## src/rtl/regbank_scan.sv

```systemverilog
// Register bank with a one-cycle registered read port and an auto-scan sequencer
// that streams every entry through the same valid/ready output register.
module regbank_scan #(
  parameter  int WIDTH = 8,
  parameter  int DEPTH = 4,
  localparam int AW    = $clog2(DEPTH)
) (
  input  logic             clk,
  input  logic             reset,
  input  logic             wr_en,
  input  logic [AW-1:0]    wr_addr,
  input  logic [WIDTH-1:0] wr_data,
  input  logic             rd_en,
  input  logic [AW-1:0]    rd_addr,
  output logic             rd_ready,
  input  logic             scan_start,
  output logic             busy,
  output logic             scan_done,
  output logic [WIDTH-1:0] dout,
  output logic             out_valid,
  input  logic             out_ready
);

  localparam logic [0:0] IDLE = 1'b0;
  localparam logic [0:0] SCAN = 1'b1;

  localparam logic [AW-1:0] LAST_ADDR = AW'(DEPTH - 1);

  logic [WIDTH-1:0] mem [DEPTH];
  logic [0:0]       state, state_n;
  logic [AW-1:0]    ptr, ptr_n;
  logic [WIDTH-1:0] dout_n;
  logic             valid_n;
  logic             busy_n;
  logic             done_n;
  logic             slot_free;
  logic [WIDTH-1:0] rd_word;
  logic [WIDTH-1:0] scan_word;

  assign slot_free = !out_valid || out_ready;
  assign rd_ready  = (state == IDLE) && slot_free && !scan_start;

  // Write-first: a same-cycle write to the addressed entry is seen by the load.
  always_comb begin
    rd_word   = (wr_en && (wr_addr == rd_addr)) ? wr_data : mem[rd_addr];
    scan_word = (wr_en && (wr_addr == ptr))     ? wr_data : mem[ptr];
  end

  always_comb begin
    state_n = state;
    ptr_n   = ptr;
    dout_n  = dout;
    valid_n = out_valid;
    busy_n  = busy;
    done_n  = 1'b0;
    case (state)
      IDLE: begin
        if (scan_start) begin
          state_n = SCAN;
          ptr_n   = '0;
          busy_n  = 1'b1;
          // A word consumed on the start cycle must not be presented again.
          if (out_ready) valid_n = 1'b0;
        end else if (rd_en && rd_ready) begin
          dout_n  = rd_word;
          valid_n = 1'b1;
        end else if (out_ready) begin
          valid_n = 1'b0;
        end
      end
      SCAN: begin
        if (slot_free) begin
          dout_n  = scan_word;
          valid_n = 1'b1;
          ptr_n   = ptr + AW'(1);
          if (ptr == LAST_ADDR) begin
            state_n = IDLE;
            busy_n  = 1'b0;
            done_n  = 1'b1;
          end
        end
      end
      default: state_n = IDLE;
    endcase
  end

  always_ff @(posedge clk) begin
    if (reset) begin
      for (int i = 0; i < DEPTH; i++) mem[i] <= '0;
    end else if (wr_en) begin
      mem[wr_addr] <= wr_data;
    end
  end

  always_ff @(posedge clk) begin
    if (reset) begin
      state     <= IDLE;
      ptr       <= '0;
      dout      <= '0;
      out_valid <= 1'b0;
      busy      <= 1'b0;
      scan_done <= 1'b0;
    end else begin
      state     <= state_n;
      ptr       <= ptr_n;
      dout      <= dout_n;
      out_valid <= valid_n;
      busy      <= busy_n;
      scan_done <= done_n;
    end
  end

endmodule

```

## config.mk

```make
export PLATFORM = sky130hd
export DESIGN_NAME = regbank_scan
export DESIGN_NICKNAME = d
export VERILOG_FILES = /design/src/rtl/regbank_scan.sv
export SDC_FILE = /design/constraint.sdc
export NUM_CORES = 1
export LEC_CHECK = 0
export ABC_CLOCK_PERIOD_IN_PS = 1510
export BUFFER_PORTS_ARGS = -buffer_cell sky130_fd_sc_hd__buf_2
export CAP_MARGIN = 20
export CORE_UTILIZATION = 40
export DETAILED_ROUTE_END_ITERATION = 10
export GPL_TIMING_DRIVEN = 0
export SKIP_CTS_REPAIR_TIMING = 1
export SLEW_MARGIN = 20
export SYNTH_ARGS = -nofsm -noshare
export SYNTH_HDL_FRONTEND = slang
export SYNTH_SLANG_ARGS = --single-unit
```

## constraint.sdc

```tcl
create_clock -name clk -period 1.51 [get_ports clk]
set_input_delay 0.302 -clock clk [delete_from_list [all_inputs] [get_ports clk]]
set_output_delay 0.302 -clock clk [all_outputs]
set_load 0.02 [all_outputs]
```

== After elaboration in Yosys (flattened, before gate mapping) ==
Memory sizes are Yosys's and may differ from the RTL's. A register that Yosys moved wholly into a read port is not among the register bits.
Index checks and enable logic that the tools add are counted.
Storage, ports and cells
  bits in writable memories: 32
  register bits: 14
  memories: 1
  input port bits: 18
Memory list
  mem: words 4, bits a word 8, read ports 2, clocked after memory_dff 1, wr ports 4, RTL line 29  | logic [WIDTH-1:0] mem [DEPTH];
Operators by class
  muxes and demuxes: 33
  add/subtract/negate cells: 1
  reduce and logical (&&, ||, !) cells: 13
  bitwise gates (word level): 2
  equality and inequality tests: 8
Operators with widths (number)
  8-bit two-way mux: 6
  1-bit two-way mux: 17
  8-bit one-hot mux with 2 select lines: 1
  2-bit two-way mux: 5
  8-bit OR reduction: 1
  2-bit by 1-bit inequality test with 1-bit output (second input constant): 3
  1-bit one-hot mux with 2 select lines: 3
  3-bit AND reduction: 2
  1-bit logical AND: 5
  2-bit equality test: 2
  2-bit inequality test (second input constant): 2
  2-bit one-hot mux with 2 select lines: 1
  3-bit OR reduction: 1
  2-bit by 1-bit adder with 2-bit output (second input constant): 1
  2-bit equality test (second input constant): 1
  1-bit zero test: 2
  1-bit inverter: 2
  2-bit AND reduction: 1
  1-bit logical OR: 1

== Depth between registers and ports, before layout ==
  depth after elaboration: 8
  gate-level depth with buffers: 6
  depth with buffers taken out: 4

== Worst setup path before layout ==
OpenSTA, ideal clock, no wires.
  path type: input to register
  start: input reset
  end: memory mem[2][0], enable pin
  required time: 1.200 ns
  cell stages on the path: 3
  arrival: 1.159 ns
  setup slack: 0.041 ns
  library setup time: 0.310 ns
  path buffers: 0
  cells stage by stage: nand2b_1 -> nor3b_1 -> or2_2
RTL lines
  start, declared: RTL line 9  | input logic reset,
  end, declared: RTL line 29

==> impl_metrics.py <==
metrics = {
    "status": {
        "status": "complete, no violations",
    },
    "route": {
        "wl_per_cell_um": 19.7,
        "vias": 1616,
        "drtIter0Drc": 104,
        "dr.pass1.iters": 4,
        "wl_um": 5670,
        "post_drt_via_cell_ratio": 5.61,
        "ant_nets": 0,
        "remaining_drc_errors": 0,
    },
    "yosys": {
        "yosys_warnings": 0,
        "synth.distinct_cells": 33,
        "synth_nets": 194,
        "ys_seq_area_frac": 0.506,
        "synth_seq_cells": 48,
        "syn_inst": 175,
        "avgSynthCellArea_sq_um": 14.5,
        "netlist_area_sq_um": 2530,
    },
    "placement": {
        "dp_hpwl_um": 3720,
        "dpl_cell_area_sq_um": 2760,
        "portBuffers": 26,
        "gp_congestion": 0.705,
    },
    "timing": {
        "slew_headroom": 0.554,
        "max_freq_mhz": 692,
        "tightest_slew_ns": 0.667,
        "slew_violations": 0,
        "rsz0062_at_grt": "false",
        "fin_crit_ns": 1.44,
        "fin_setup_tns_ns": 0,
        "min_period_over_period": 0.956,
        "finClkSkew_ns": 0.00574,
        "final_hold_viol_count": 0,
        "setup-violations-final": 0,
        "hold_ws_ns": 0.310,
    },
    "grt": {
        "grt_usage": 0.180,
        "grt_pass1_wl_um": 8180,
        "antenna_found_initial": 0,
        "grt_max_degree": 15,
        "grt.overflow.total": 0,
        "grt_pass1_vias": 1564,
    },
    "setup_path": {
        "critPathKind": "flop to flop",
        "path_max_fanout": 8,
        "reg2reg_setup_slack_ns": 0.07,
        "cp-end-kind": "flop",
        "required_ns": 1.67,
        "start_kind": "flop",
        "arrival_ns": 1.60,
        "rr_worst_depth": 4,
    },
    "cells_and_area": {
        "drive_gt1_frac": 0.296,
        "diodes": 0,
        "fin_area_sq_um": 2920,
        "synthToLayoutAreaGrowth_pct": 15.3,
        "layout_common_cells": "and2_1 (32), edfxtp_1 (32), buf_2 (26)",
        "nets": 231,
    },
    "cts": {
        "root_buffer": "clkbuf_8",
        "cts_tree": "yes",
        "clkTransAtPathRegs_ns": 0.09,
        "clk_latency_ns": 0.29,
        "clock_path_buffers": 2,
        "cts_num_sinks": 48,
        "htreeDepth": 2,
        "numCtsBuffers": 5,
    },
    "floorplan": {
        "die-area_sq_um": 6660,
        "io_pins": 30,
        "num_rows": 28,
        "fp.dieW_um": 81.6,
        "start_util": 0.420,
        "core_area_sq_um": 6030,
        "dieHeight_um": 81.6,
    },
    "power_and_ir_drop": {
        "powerDensity_nw_per_um2": 956,
        "finalPower_mw": 2.79,
        "leakagePower_nw": 1.13,
        "peakVddDrop_mv": 0.684,
    },
    "hold_path": {
        "min_path_cells": 3,
        "hold_class": "primary input to flop",
    },
    "flow_run": {
        "drv_cap": 0,
    },
}
-- kinds of logic (layout without fill, tap and decap cells) --
family                   after synthesis  in the layout  share of synthesized area
buffers and inverters                 11             49                     0.0444
multiplexers                          32             32                      0.225
AO/OA/AOI/OAI                         23             23                     0.0701
adder cells (fa/ha/maj)                1              1                    0.00494
XOR/XNOR                               4              4                     0.0168
flip-flops                            48             48                      0.506
AND/OR/NAND/NOR                       56             56                      0.133
-- sequential cells by signal (all words and copies together), names as in the netlist, named ones only --
register   cells
out_valid      1
ptr            2
mem           32
scan_done      1
busy           1
dout           8
state          1
-- cell usage after synthesis (all sizes together) --
cell type,count,area share
a21o,1,0.0030
a21oi,2,0.0040
a221oi,8,0.028
a22oi,2,0.0059
a31o,1,0.0035
a31oi,1,0.0025
and2,32,0.079
and3,3,0.0079
buf,8,0.029
bufbuf,1,0.013
clkbuf,1,0.0015
dfxtp,16,0.13
edfxtp,32,0.38
ha,1,0.0049
inv,1,0.0015
mux2i,16,0.063
mux4,16,0.16
nand2b,3,0.0074
nand3,1,0.0020
nor2,6,0.0099
nor2b,2,0.0049
nor3,3,0.0059
nor3b,3,0.0089
o21bai,8,0.024
or2,3,0.0074
xnor2,4,0.017
-- area by class of cell --
cell class / instances / area (sq um)
Sequential cell: 48 / 1280
Clock buffer: 7 / 76.3
Multi-Input combinational cell: 116 / 1180
Timing Repair Buffer: 31 / 168
Tap cell: 75 / 93.8
Clock inverter: 1 / 5.00
Buffer: 9 / 111
Inverter: 1 / 3.75
Fill cell: 550 / 3110
-- per-layer routing --
metal	vias to the layer above	wire (um)	share of wire	global-route usage
li1	753	-	-	-
met4	0	93	0.016	0.0667
met3	11	287	0.051	0.0400
met2	44	2960	0.52	0.326
met1	808	2330	0.41	0.207
met5	-	0	0	0
-- report_power, final --
part,internal (mW),switching (mW)
sequential,1.50,0.0534
combinational,0.241,0.253
clock,0.326,0.413
total,2.07,0.719
-- through the flow --
stage	util	worst slack, ns	instances
floorplan	-	0.0415	175
global placement	0.458	-0.788	276
detailed placement	0.458	-0.855	276
CTS	0.471	-0.535	284
global route	0.485	0.0120	288
finish	0.485	0.0659	288
-- worst max-delay path, cell delays in order (launching register included) --
cell      delay (ns)
dfxtp_1         0.34
buf_6           0.17
mux4_1          0.56
mux2i_1         0.14
a221oi_1        0.09
-- worst paths after layout --
kind / start / end
setup / recovery: flop / dout[0]
hold / removal: scan_start / busy
setup reg to reg: flop / dout[0]
hold reg to reg: busy / busy
(Power assumes the default switching activity.)
